**config.mk**
```make
export PLATFORM = sky130hd
export DESIGN_NAME = ex_exec_unit
export DESIGN_NICKNAME = d
export VERILOG_FILES = /design/src/rtl/ex_exec_unit.sv
export SDC_FILE = /design/constraint.sdc
export NUM_CORES = 1
export LEC_CHECK = 0
export BUFFER_PORTS_ARGS = -buffer_cell sky130_fd_sc_hd__clkbuf_2
export CAP_MARGIN = 20
export CORE_UTILIZATION = 40
export DETAILED_ROUTE_END_ITERATION = 7
export PLACE_DENSITY = 0.61
export SYNTH_ARGS = -nofsm -noshare
export SYNTH_HDL_FRONTEND = slang
export SYNTH_SLANG_ARGS = --single-unit
```
**constraint.sdc**
```tcl
create_clock -name i_clk -period 5.4 [get_ports i_clk]
set_clock_uncertainty 0.1 [all_clocks]
set_input_delay 0.27 -clock i_clk [delete_from_list [all_inputs] [get_ports i_clk]]
set_output_delay 0.27 -clock i_clk [all_outputs]
set_load 0.05 [all_outputs]
```
**src/rtl/ex_exec_unit.sv**
```systemverilog
// ex_exec_unit: RV32 execute stage between ID/EX and EX/MEM.
// Integer ALU, branch/jump resolution and a registered valid/ready output slot.
// Define EX_MULDIV_EN to build the iterative multiply/divide datapath (ops 20-27);
// without it those ops complete in one cycle as illegal and o_busy stays 0.
module ex_exec_unit #(
  parameter int XLEN = 32
) (
  input  logic            i_clk,
  input  logic            i_reset,
  input  logic            i_valid,
  output logic            o_ready,
  input  logic [4:0]      i_op,
  input  logic [XLEN-1:0] i_a,
  input  logic [XLEN-1:0] i_b,
  input  logic [XLEN-1:0] i_imm,
  input  logic            i_use_imm,
  input  logic [XLEN-1:0] i_pc,
  input  logic [4:0]      i_rd,
  output logic            o_valid,
  input  logic            i_ready,
  output logic [XLEN-1:0] o_result,
  output logic [4:0]      o_rd,
  output logic            o_redirect,
  output logic [XLEN-1:0] o_target,
  output logic            o_illegal,
  output logic            o_busy
);

  localparam int SHW = $clog2(XLEN);

  logic [XLEN-1:0]        op2;
  logic [SHW-1:0]         shamt;
  logic signed [XLEN-1:0] sra_res;
  logic [XLEN-1:0]        alu_res;
  logic [XLEN-1:0]        alu_tgt;
  logic                   alu_redir;
  logic                   alu_ill;

  logic                   slot_free;
  logic                   idle;
  logic                   accept;
  logic                   is_md;
  logic                   load_alu;
  logic                   md_done;
  logic [XLEN-1:0]        md_res;
  logic [4:0]             md_rd;

  assign op2       = i_use_imm ? i_imm : i_b;
  assign shamt     = op2[SHW-1:0];
  assign sra_res   = $signed(i_a) >>> shamt;
  assign slot_free = !o_valid || i_ready;
  assign o_ready   = idle && slot_free;
  assign accept    = i_valid && o_ready;
  assign load_alu  = accept && !is_md;

  // Single-cycle result, redirect and illegal decode for the op currently presented
  always_comb begin
    alu_res   = '0;
    alu_tgt   = '0;
    alu_redir = 1'b0;
    alu_ill   = 1'b0;
    case (i_op)
      5'd0:  alu_res = i_a + op2;
      5'd1:  alu_res = i_a - op2;
      5'd2:  alu_res = i_a << shamt;
      5'd3:  alu_res = {{(XLEN-1){1'b0}}, ($signed(i_a) < $signed(op2))};
      5'd4:  alu_res = {{(XLEN-1){1'b0}}, (i_a < op2)};
      5'd5:  alu_res = i_a ^ op2;
      5'd6:  alu_res = i_a >> shamt;
      5'd7:  alu_res = sra_res;
      5'd8:  alu_res = i_a | op2;
      5'd9:  alu_res = i_a & op2;
      5'd10: alu_res = i_imm;
      5'd11: alu_res = i_pc + i_imm;
      5'd12: begin
        alu_res   = i_pc + XLEN'(4);
        alu_tgt   = i_pc + i_imm;
        alu_redir = 1'b1;
      end
      5'd13: begin
        alu_res   = i_pc + XLEN'(4);
        alu_tgt   = (i_a + i_imm) & ~XLEN'(1);
        alu_redir = 1'b1;
      end
      5'd14: begin alu_tgt = i_pc + i_imm; alu_redir = (i_a == i_b); end
      5'd15: begin alu_tgt = i_pc + i_imm; alu_redir = (i_a != i_b); end
      5'd16: begin alu_tgt = i_pc + i_imm; alu_redir = ($signed(i_a) < $signed(i_b)); end
      5'd17: begin alu_tgt = i_pc + i_imm; alu_redir = ($signed(i_a) >= $signed(i_b)); end
      5'd18: begin alu_tgt = i_pc + i_imm; alu_redir = (i_a < i_b); end
      5'd19: begin alu_tgt = i_pc + i_imm; alu_redir = (i_a >= i_b); end
      default: alu_ill = 1'b1;
    endcase
  end

`ifdef EX_MULDIV_EN

  typedef enum logic [1:0] {ST_IDLE, ST_MUL, ST_DIV} state_t;

  state_t              state;
  state_t              state_nx;
  logic [SHW-1:0]      cnt;
  logic                last;
  logic [1:0]          md_op;
  logic [4:0]          md_rd_q;
  logic [2*XLEN-1:0]   acc;
  logic [2*XLEN-1:0]   acc_step;
  logic [XLEN-1:0]     mcand;
  logic [XLEN-1:0]     a_raw;
  logic                neg_hi;
  logic                neg_rem;
  logic                div0;

  logic                sa_sig;
  logic                sb_sig;
  logic                a_neg;
  logic                b_neg;
  logic [XLEN-1:0]     a_mag;
  logic [XLEN-1:0]     b_mag;

  logic [XLEN:0]       mul_sum;
  logic [XLEN:0]       div_shift;
  logic [XLEN-1:0]     div_diff;
  logic [2*XLEN-1:0]   prod;
  logic [XLEN-1:0]     quo;
  logic [XLEN-1:0]     rem;

  assign is_md   = (i_op >= 5'd20) && (i_op <= 5'd27);
  assign idle    = (state == ST_IDLE);
  assign o_busy  = !idle;
  assign last    = (cnt == SHW'(XLEN - 1));
  assign md_done = !idle && last && slot_free;
  assign md_rd   = md_rd_q;

  assign a_neg = sa_sig && i_a[XLEN-1];
  assign b_neg = sb_sig && i_b[XLEN-1];
  assign a_mag = a_neg ? -i_a : i_a;
  assign b_mag = b_neg ? -i_b : i_b;

  // Which operands of the incoming mul/div variant are treated as signed
  always_comb begin
    sa_sig = 1'b0;
    sb_sig = 1'b0;
    case (i_op)
      5'd20, 5'd21, 5'd24, 5'd26: begin sa_sig = 1'b1; sb_sig = 1'b1; end
      5'd22:                      sa_sig = 1'b1;
      default:                    ;
    endcase
  end

  // State register; reset aborts any iteration in flight
  always_ff @(posedge i_clk) begin
    if (i_reset) state <= ST_IDLE;
    else         state <= state_nx;
  end

  // Next state: start on an accepted mul/div, return once the result enters the slot
  always_comb begin
    state_nx = state;
    case (state)
      ST_IDLE: if (accept && is_md) state_nx = (i_op < 5'd24) ? ST_MUL : ST_DIV;
      ST_MUL,
      ST_DIV:  if (md_done) state_nx = ST_IDLE;
      default: state_nx = ST_IDLE;
    endcase
  end

  assign mul_sum   = {1'b0, acc[2*XLEN-1:XLEN]} + (acc[0] ? {1'b0, mcand} : '0);
  assign div_shift = {acc[2*XLEN-1:XLEN], acc[XLEN-1]};
  assign div_diff  = div_shift[XLEN-1:0] - mcand;

  // One shift-add or restoring-divide step on the {hi,lo} / {rem,quo} accumulator
  always_comb begin
    acc_step = acc;
    if (state == ST_MUL) begin
      acc_step = {mul_sum, acc[XLEN-1:1]};
    end else if (state == ST_DIV) begin
      if (div_shift >= {1'b0, mcand}) acc_step = {div_diff, acc[XLEN-2:0], 1'b1};
      else                            acc_step = {div_shift[XLEN-1:0], acc[XLEN-2:0], 1'b0};
    end
  end

  // Operand capture at acceptance, then one step per cycle; the last step is held until the slot frees
  always_ff @(posedge i_clk) begin
    if (i_reset) begin
      cnt     <= '0;
      md_op   <= '0;
      md_rd_q <= '0;
      acc     <= '0;
      mcand   <= '0;
      a_raw   <= '0;
      neg_hi  <= 1'b0;
      neg_rem <= 1'b0;
      div0    <= 1'b0;
    end else if (accept && is_md) begin
      cnt     <= '0;
      md_op   <= i_op[1:0];
      md_rd_q <= i_rd;
      a_raw   <= i_a;
      div0    <= (i_b == '0);
      neg_hi  <= a_neg ^ b_neg;
      neg_rem <= a_neg;
      if (i_op < 5'd24) begin
        acc   <= {{XLEN{1'b0}}, b_mag};
        mcand <= a_mag;
      end else begin
        acc   <= {{XLEN{1'b0}}, a_mag};
        mcand <= b_mag;
      end
    end else if (!idle && !last) begin
      acc <= acc_step;
      cnt <= cnt + SHW'(1);
    end
  end

  // Sign correction and variant selection on the final step's value
  always_comb begin
    prod = neg_hi ? -acc_step : acc_step;
    quo  = acc_step[XLEN-1:0];
    rem  = acc_step[2*XLEN-1:XLEN];
    if (div0) begin
      quo = '1;
      rem = a_raw;
    end else begin
      if (neg_hi)  quo = -quo;
      if (neg_rem) rem = -rem;
    end
    md_res = '0;
    if (state == ST_MUL)      md_res = (md_op == 2'd0) ? prod[XLEN-1:0] : prod[2*XLEN-1:XLEN];
    else if (state == ST_DIV) md_res = md_op[1] ? rem : quo;
  end

`else

  assign is_md   = 1'b0;
  assign idle    = 1'b1;
  assign o_busy  = 1'b0;
  assign md_done = 1'b0;
  assign md_res  = '0;
  assign md_rd   = '0;

`endif

  // Output slot: load a single-cycle or finished mul/div result, otherwise drain when consumed
  always_ff @(posedge i_clk) begin
    if (i_reset) begin
      o_valid    <= 1'b0;
      o_result   <= '0;
      o_rd       <= '0;
      o_redirect <= 1'b0;
      o_target   <= '0;
      o_illegal  <= 1'b0;
    end else if (load_alu) begin
      o_valid    <= 1'b1;
      o_result   <= alu_res;
      o_rd       <= i_rd;
      o_redirect <= alu_redir;
      o_target   <= alu_tgt;
      o_illegal  <= alu_ill;
    end else if (md_done) begin
      o_valid    <= 1'b1;
      o_result   <= md_res;
      o_rd       <= md_rd;
      o_redirect <= 1'b0;
      o_target   <= '0;
      o_illegal  <= 1'b0;
    end else if (o_valid && i_ready) begin
      o_valid    <= 1'b0;
    end
  end

endmodule

```
* Word-level counts from Yosys, hierarchy flattened *
Index checks and enable logic that the tools add are counted.

word-level totals
  bits in registers = 72
  memory bits (read-only) = 0
  input port bits = 143
  logic and storage cells = 60
  latch bits = 0
  memories kept = 0
  bits in writable memories = 0

operators by class
  multipliers = 0
  magnitude comparators = 6
  mux-type cells = 7
  equality and inequality tests = 21
  reductions and logical operators = 9
  bitwise operators = 3
  divide/modulo/power cells = 0
  add/subtract/negate cells = 5
  shifts and indexed selects = 3

operators by type and width
  cell                                                  number
  one-hot mux 32 bit (13 select lines)                  1
  less-than comparator 32 bit                           4
  adder 32 bit                                          3
  >= comparator 32 bit                                  2
  one-hot mux 32 bit (2 select lines)                   1
  equality test 5 x 4 -> 1 bit (second input constant)  8
  adder 32 x 3 -> 32 bit (second input constant)        1
  bitwise AND 32 bit                                    1
  equality test 32 bit                                  1
  2-to-1 mux 32 bit                                     1
  inequality test 32 bit                                1
  bitwise OR 32 bit                                     1
  left shift 32 x 5 -> 32 bit                           1
  >> shifter 32 x 5 -> 32 bit                           1
  >>> shifter 32 x 5 -> 32 bit                          1
  subtractor 32 bit                                     1
  XOR 32 bit                                            1
  equality test 5 x 3 -> 1 bit (second input constant)  4
  equality test 5 bit (second input constant)           4
  OR reduction 20 bit                                   1
  equality test 5 x 2 -> 1 bit (second input constant)  2
  one-hot mux 1 bit (7 select lines)                    1
  OR reduction 7 bit                                    1
  equality test 5 x 1 -> 1 bit (second input constant)  1
  other kinds (7)                                       10

* Depth between registers and ports, before layout *
Gate-level depths: netlist (run 1).

  word-level depth = 4
  mapped depth = 19
  mapped depth without buffers = 15

* Least setup slack after synthesis (run 1) *
No wires, ideal clock.

  path type = input port to flip-flop
  from = input port i_use_imm
  to = register o_result[21]
  path buffers = 5
  slack = 1.006 ns
  stages on the path = 18
  library setup time = 0.122 ns
  data required time = 5.178 ns
  arrival = 4.173 ns
  path through = buf_2 clkbuf_1 buf_1 buf_1 nand2_1 o21a_1 ha_1 buf_6 or3_4 nor4b_2 a211o_2 nor4_4 a211oi_2 nor2_1 a221o_1 a2111oi_1 o21ai_1 a221o_1

on the way
  cells in the longest elaborated chain, start to end = 3

RTL lines
  item                                       RTL line  source
  start: declaration                         16        input logic i_use_imm,
  2-to-1 mux 32 bit *                        48        assign op2 = i_use_imm ? i_imm : i_b;
  subtractor 32 bit (tied with other cells)  64        5'd1: alu_res = i_a - op2;
  one-hot mux 32 bit (13 select lines) *     62        case (i_op)
  end signal: assignment                     254       o_result <= alu_res;
  end signal: assignment                     261       o_result <= md_res;
  end: declaration                           21        output logic [XLEN-1:0] o_result,

Every way passes the cells marked *; elsewhere a longest branch is shown, timed or not.
A chain may end at the register's enable or synchronous reset.

* Worst setup path in the final report (run 1) *
Same ends and word-level chain as after synthesis.

==> results of run 1 <==
-- power by group --
part,internal [uW],leakage [uW],switching (uW)
Combinational,738,0.00782,1550
Clock,370,0.000146,282
Sequential,562,0.000589,23.2
Total,1670,0.00855,1850
-- state kept, by name, summed over array words and instances (netlist names) --
| register | flops |
|---|---|
| o_illegal | 1 |
| o_rd | 5 |
| o_redirect | 1 |
| o_result | 32 |
| o_target | 32 |
| o_valid | 1 |
-- worst min-delay path: stages --
cell and delay [ns]:
clkbuf_2 0.08, nand2_1 0.04, a21oi_1 0.05
-- per-stage QoR --
stage | area [um2] | setup WS (ns) | power, uW | hold WS, ns
floorplan | 17400 | 1.01 | 2050 | 0.299
global placement | 18900 | 0.795 | 2770 | 0.341
detailed placement | 18900 | 0.687 | 2780 | 0.350
CTS | 19200 | 1.05 | 3440 | 0.0165
global route | 19200 | 0.768 | 3670 | 0.0408
finish | 19200 | 0.964 | 3520 | 0.0221
-- layout by cell type (no fill, tap or decap), drive strengths merged, types with 24 or more instances in the layout --
master | netlist | final
a21oi | 231 | 231
o211ai | 26 | 26
o21bai | 24 | 24
xor2 | 37 | 37
inv | 153 | 153
nand3 | 48 | 48
dfxtp | 72 | 72
o21ai | 158 | 158
nor2 | 210 | 210
a221oi | 67 | 67
a22oi | 25 | 25
ha | 199 | 199
o22ai | 41 | 41
xnor2 | 47 | 47
nand2 | 263 | 263
nor3 | 60 | 60
buf | 47 | 48
a211oi | 54 | 54
o21a | 47 | 47
a21o | 63 | 63
mux2i | 116 | 116
nand4 | 30 | 30
a31oi | 26 | 26
clkbuf | 108 | 226
-- cells by family after synthesis --
group / share of synthesized area
flip-flops: 0.0829
AND/OR/NAND/NOR: 0.194
multiplexers: 0.0983
XOR/XNOR: 0.0423
buffers and inverters: 0.0730
AO/OA/AOI/OAI: 0.362
other: 0.000216
adder cells (fa/ha/maj): 0.148
-- worst min-delay path by stage --
stage,to,depth (start not counted),slack (ns)
after floorplan,o_valid$_SDFFE_PP0P_,2,0.30
after global placement,o_rd[1]$_SDFFE_PP0P_,2,0.34
after detailed placement,o_target[26]$_SDFFE_PP0P_,2,0.35
after CTS,o_rd[3]$_SDFFE_PP0P_,3,0.02
after global routing,o_rd[3]$_SDFFE_PP0P_,3,0.04
final,o_rd[3]$_SDFFE_PP0P_,3,0.02
-- cell type report --
| class | count | area, um2 | area share |
|---|---|---|---|
| sequential | 72 | 1440 | 0.0749 |
| clock buffer | 11 | 243 | 0.0126 |
| inverter | 154 | 581 | 0.0302 |
| tap | 577 | 722 | 0.0375 |
| multi-input combinational | 2092 | 14700 | 0.766 |
| clock inverter | 5 | 56.3 | 0.00293 |
| timing repair buffer | 263 | 1470 | 0.0761 |
| antenna | 1 | 2.50 | 0.000130 |
-- metal layers --
metal  vias to the layer above  GRT usage
li1                       9526          -
met1                     10300      0.565
met2                      1453      0.605
met3                       199      0.108
met4                         6      0.152
met5                         -          0
==> metrics, run 1 <==
final setup vio count 0; crit-path most repeated cell nand2_1; met3 wire len 12.0 mm; Vert. Die Dim 210 um; Max Buffers Root-to-Sink 2; CTS root buffer clkbuf_16; core area 0.0424 mm2; Rows 75; cell taking the most area after synthesis ha_1; largest net degree at the start of global routing 61; DR WL/cell 29.4 um; Non-Filler Instances 3,175; Critical Path End Type flop; CTS tree built; CP cell instances clkbuf_2 -> buf_12 -> nand2_1 -> o21a_1 -> ha_1 -> nand2_1 -> o31a_1 -> a211oi_2 -> a211oi_1 -> and3_1 -> o21ai_0 -> o221ai_1 -> a2111oi_1 -> o21ai_1 -> a221o_1; commonest cells in the netlist nand2_1, a21oi_1, nor2_1; Fill cells 4,499; RSZ-0062 raised after global routing false; crit path launch type primary input; Die X 210 um; post-route antenna net violation count 0; Post-synth EDFFs 0; via count 21,500; CTS clk-pin slew, worst paths 0.07 ns; Final Max Tran Viols 0; clock latency on the worst-skew pair 0.36 ns; Yosys warnings 0; CTS buffer count 9; Post-Syn Area per Cell 7.03 um2; CP top delay family compound AO/OA/AOI/OAI gates; most common flop cell mapped by yosys dfxtp_1; Worst Reg-to-Reg Cells 10; crit path from i_use_imm; Final TNS setup 0 ns; die area 0.0443 mm2; first-pass GRT wire length 134 mm; Max-Slew Margin vs Limit 0.244; worst slew pin tran 1.12 ns; final hold violation count 0; Yosys reg bits 72; initial antenna violation count 4; crit path time final 4.44 ns; critical path capture point o_result[21]$_SDFFE_PP0P_; synthesized area 0.0174 mm2; DR iter-0 viols 3,013; Reg2Reg Setup Slack 2.22 ns; Metal-1 WL 39.3 mm; Final Util 0.454; FF-to-FF End o_result[30]$_SDFFE_PP0P_; DRT Wirelength 93.4 mm; top cells by area, synth ha_1, dfxtp_1, a21oi_1; area share of the largest cell type after synthesis 0.143; I/O Pins 217; TritonCTS Sinks 72; Tcrit/Tclk final 0.822; worst hold start i_rd[3]; uppermost layer routed met5; post-DP HPWL 74.2 mm; area growth from synthesis to layout 10.7%; synth unique cells 93; Max Fclk 225 MHz; Crit Path Class primary input to flop; Routability Congestion 1.04; PortBufs 215; post-synthesis async set-or-reset flop share 0; leakage 0.00855 uW; sequential-to-total area share from yosys stat 0.0829; total track usage 0.409; WP data arrival 4.60 ns; via-per-instance ratio 6.78; hold_buf cts 0; number of gates resized after cts 0; most instantiated library cell after synthesis nand2_1; share of layout cells above drive strength 1 0.137; syn nets 2,819; PD cells 183 mW/mm2; WL met2 38.6 mm; nets@finish 2,938; CP max stage delay 0.59 ns; max cap viols 0; worst min path class primary input to flop; cell count along the critical path 15; vias in the first global route 19,900; Critical Path Fanout Max 60; placed insts 3,158; DRT Pass-1 Iters 7; Reg-to-Reg Start o_valid$_SDFFE_PP0P_; Initial Utilization 0.410; DR DRC count 0; Setup Fix Bufs, Post-CTS 0; Peak VDD IR 0.000116 V; Mapped Cells 2,473; WP buf/inv 2; status finished, final reports clean; CP max-delay cell o21ai_0; CP Data Required Time 5.56 ns; remaining global-route overflow 0; H-tree levels 3
No activity file was read; power rests on OpenSTA's default activity.
==> run 2: changes to the inputs <==
==> constraint.sdc (replaced) <==
create_clock -name i_clk -period 4.3 [get_ports i_clk]
set_clock_uncertainty 0.1 [all_clocks]
set_input_delay 0.215 -clock i_clk [delete_from_list [all_inputs] [get_ports i_clk]]
set_output_delay 0.215 -clock i_clk [all_outputs]
set_load 0.05 [all_outputs]
==> run 2 against run 1 <==
Effect of this change:
- final cell count up 4.2%
- first-iteration DRC count grew 9.7%
- sequential power is 25% higher
- register-to-register slack got worse by 0.92 ns
- clock-buffer cell count stayed put
- via count is 4.0% higher
- global-route usage is 3.9 points higher
- critical path depth is 1 lower
- utilization grew 2.4 points
- critical path type unchanged
==> metrics, run 2 (same netlist as run 1, synthesis figures left out) <==
CP Data Required Time 4.46 ns (-1.10 ns); max cap viols 0 (unchanged); Max-Slew Margin vs Limit 0.353 (+0.109); FF-to-FF End o_result[15]$_SDFFE_PP0P_; cell count of the worst hold path 3 (unchanged); Top Registers o_result: 32 flops, o_target: 32 flops, o_rd: 5 flops; worst slew pin tran 0.958 ns (-0.164 ns); Setup Fix Bufs, Post-CTS 0 (unchanged); CTS root buffer clkbuf_16; share of layout cells above drive strength 1 0.177 (+0.0391); die area 0.0443 mm2 (unchanged); Final Max Tran Viols 0 (unchanged); final setup vio count 0 (unchanged); PortBufs 215 (unchanged); Initial Utilization 0.410 (unchanged); H-tree levels 3 (unchanged); crit path launch type primary input; I/O Pins 217 (unchanged); final hold violation count 0 (unchanged); clock latency on the worst-skew pair 0.36 ns (about the same); Critical Path End Type flop; hold_ws 0.112 ns (+0.0898 ns); CTS buffer count 9 (unchanged); Fill cells 4,459 (-0.89%); DR WL/cell 30.8 um (+4.5%); remaining global-route overflow 0 (unchanged); worst min path class primary input to flop; total power 4700 uW (+33%); CTS clk-pin slew, worst paths 0.07 ns (about the same); most frequent cells in the layout nand2_1, a21oi_1, clkbuf_2; vias in the first global route 20,800 (+4.5%); first-pass GRT wire length 145 mm (+8.2%); DR DRC count 0 (unchanged); DRT Wirelength 102 mm (+8.9%); DR iter-0 viols 3,306 (+9.7%); leakage 0.00920 uW (+7.6%); Tcrit/Tclk final 0.963; largest net degree at the start of global routing 59 (-3.3%); TritonCTS Sinks 72 (unchanged); core area 0.0424 mm2 (unchanged); DRT Pass-1 Iters 7 (unchanged); total track usage 0.448 (+0.0389); Non-Filler Instances 3,308 (+4.2%); Routability Congestion 1.13 (+8.6%); CTS tree built; nets@finish 3,071 (+4.5%); Worst Reg-to-Reg Cells 7 (-3); Reg-to-Reg Start o_valid$_SDFFE_PP0P_; PD cells 232 mW/mm2 (+27%); CP max stage delay 0.66 ns (+0.07 ns); Reg2Reg Setup Slack 1.30 ns (-0.92 ns); CP max-delay cell nor4_1; Hold Crit Endpoint o_valid$_SDFFE_PP0P_; Rows 75 (unchanged); CP cell instances clkbuf_2 -> buf_12 -> buf_12 -> nand2_1 -> o21a_1 -> ha_1 -> nor4_1 -> nand3_1 -> a211oi_2 -> nor2_1 -> a221o_1 -> a2111oi_1 -> o21ai_1 -> a221o_1; Crit Path Class primary input to flop; initial antenna violation count 6 (+2); via-per-instance ratio 6.77 (-0.16%); Peak VDD IR 0.000137 V (+18%); worst hold start i_ready; crit path time final 4.14 ns; commonest non-fill, non-tap cell in the layout nand2_1; area growth from synthesis to layout 16.7%; via count 22,400 (+4.0%); Max Fclk 241 MHz; WP data arrival 4.31 ns (-0.29 ns); Critical Path Fanout Max 28 (-53%); RSZ-0062 raised after global routing false; Max Buffers Root-to-Sink 2 (unchanged); Vert. Die Dim 210 um (unchanged); Die X 210 um (unchanged); placed insts 3,285 (+4.0%); post-DP HPWL 81.4 mm (+9.6%); status finished, final reports clean; post-route antenna net violation count 0 (unchanged)
## run 2: per-layer routing
layer  global-route usage  up-vias  wire length [um]
li1                     -     9803                 -
met5                    0        -                34
met1                0.622    10700             42200
met4                0.136        4              3500
met2                0.650     1667             41300
met3                0.146      238             14700
## run 2: cell type report
cell class / count / area (um2) / share of cell area
antenna: 1 / 2.50 / 0.000123
clock buffer: 11 / 243 / 0.0120
clock inverter: 5 / 56.3 / 0.00278
inverter: 154 / 581 / 0.0286
multi-input combinational: 2092 / 14700 / 0.727
sequential: 72 / 1440 / 0.0711
tap: 577 / 722 / 0.0356
timing repair buffer: 396 / 2490 / 0.123
## run 2: power breakdown
part	switching (uW)	total, uW	internal, uW
combinational	2070	3130	1060
sequential	28.7	734	705
clock	374	839	466
## run 2: stage by stage
| step | area, um2 | TNS, ns | setup slack, ns | util |
|---|---|---|---|---|
| detailed placement | 19900 | -0.137 | -0.0748 | 0.469 |
| global route | 20300 | 0 | 0.0245 | 0.478 |
| global placement | 19900 | -0.200 | -0.200 | 0.469 |
| floorplan | 17400 | -0.0130 | -0.0130 | - |
| finish | 20300 | 0 | 0.157 | 0.478 |
| CTS | 20300 | 0 | 0.261 | 0.478 |
## run 2: how the worst max path moves through the flow
stage / slack (ns) / depth (start not counted) / endpoint / start
after CTS: 0.26 / 16 / o_result[31]$_SDFFE_PP0P_ / i_use_imm
after detailed placement: -0.07 / 16 / o_result[31]$_SDFFE_PP0P_ / i_use_imm
after floorplan: -0.01 / 18 / o_result[21]$_SDFFE_PP0P_ / i_use_imm
after global placement: -0.20 / 16 / o_result[31]$_SDFFE_PP0P_ / i_use_imm
final: 0.16 / 14 / o_result[21]$_SDFFE_PP0P_ / i_use_imm
after global routing: 0.02 / 16 / o_result[21]$_SDFFE_PP0P_ / i_use_imm
## run 2: what timing repair did
action,CTS,global route
hold buffers,6,0
endpoints found under the hold margin,6,0
setup endpoints to repair,0,1
gates resized for setup,0,1
## run 2: worst max-delay path, delay by kind of cell
kind	cells	cell delay, ns
AOI/OAI and AO/OA	6	1.86
adders and majority gates	1	0.39
buffers and inverters	3	0.77
and+or+nand+nor	4	1.04
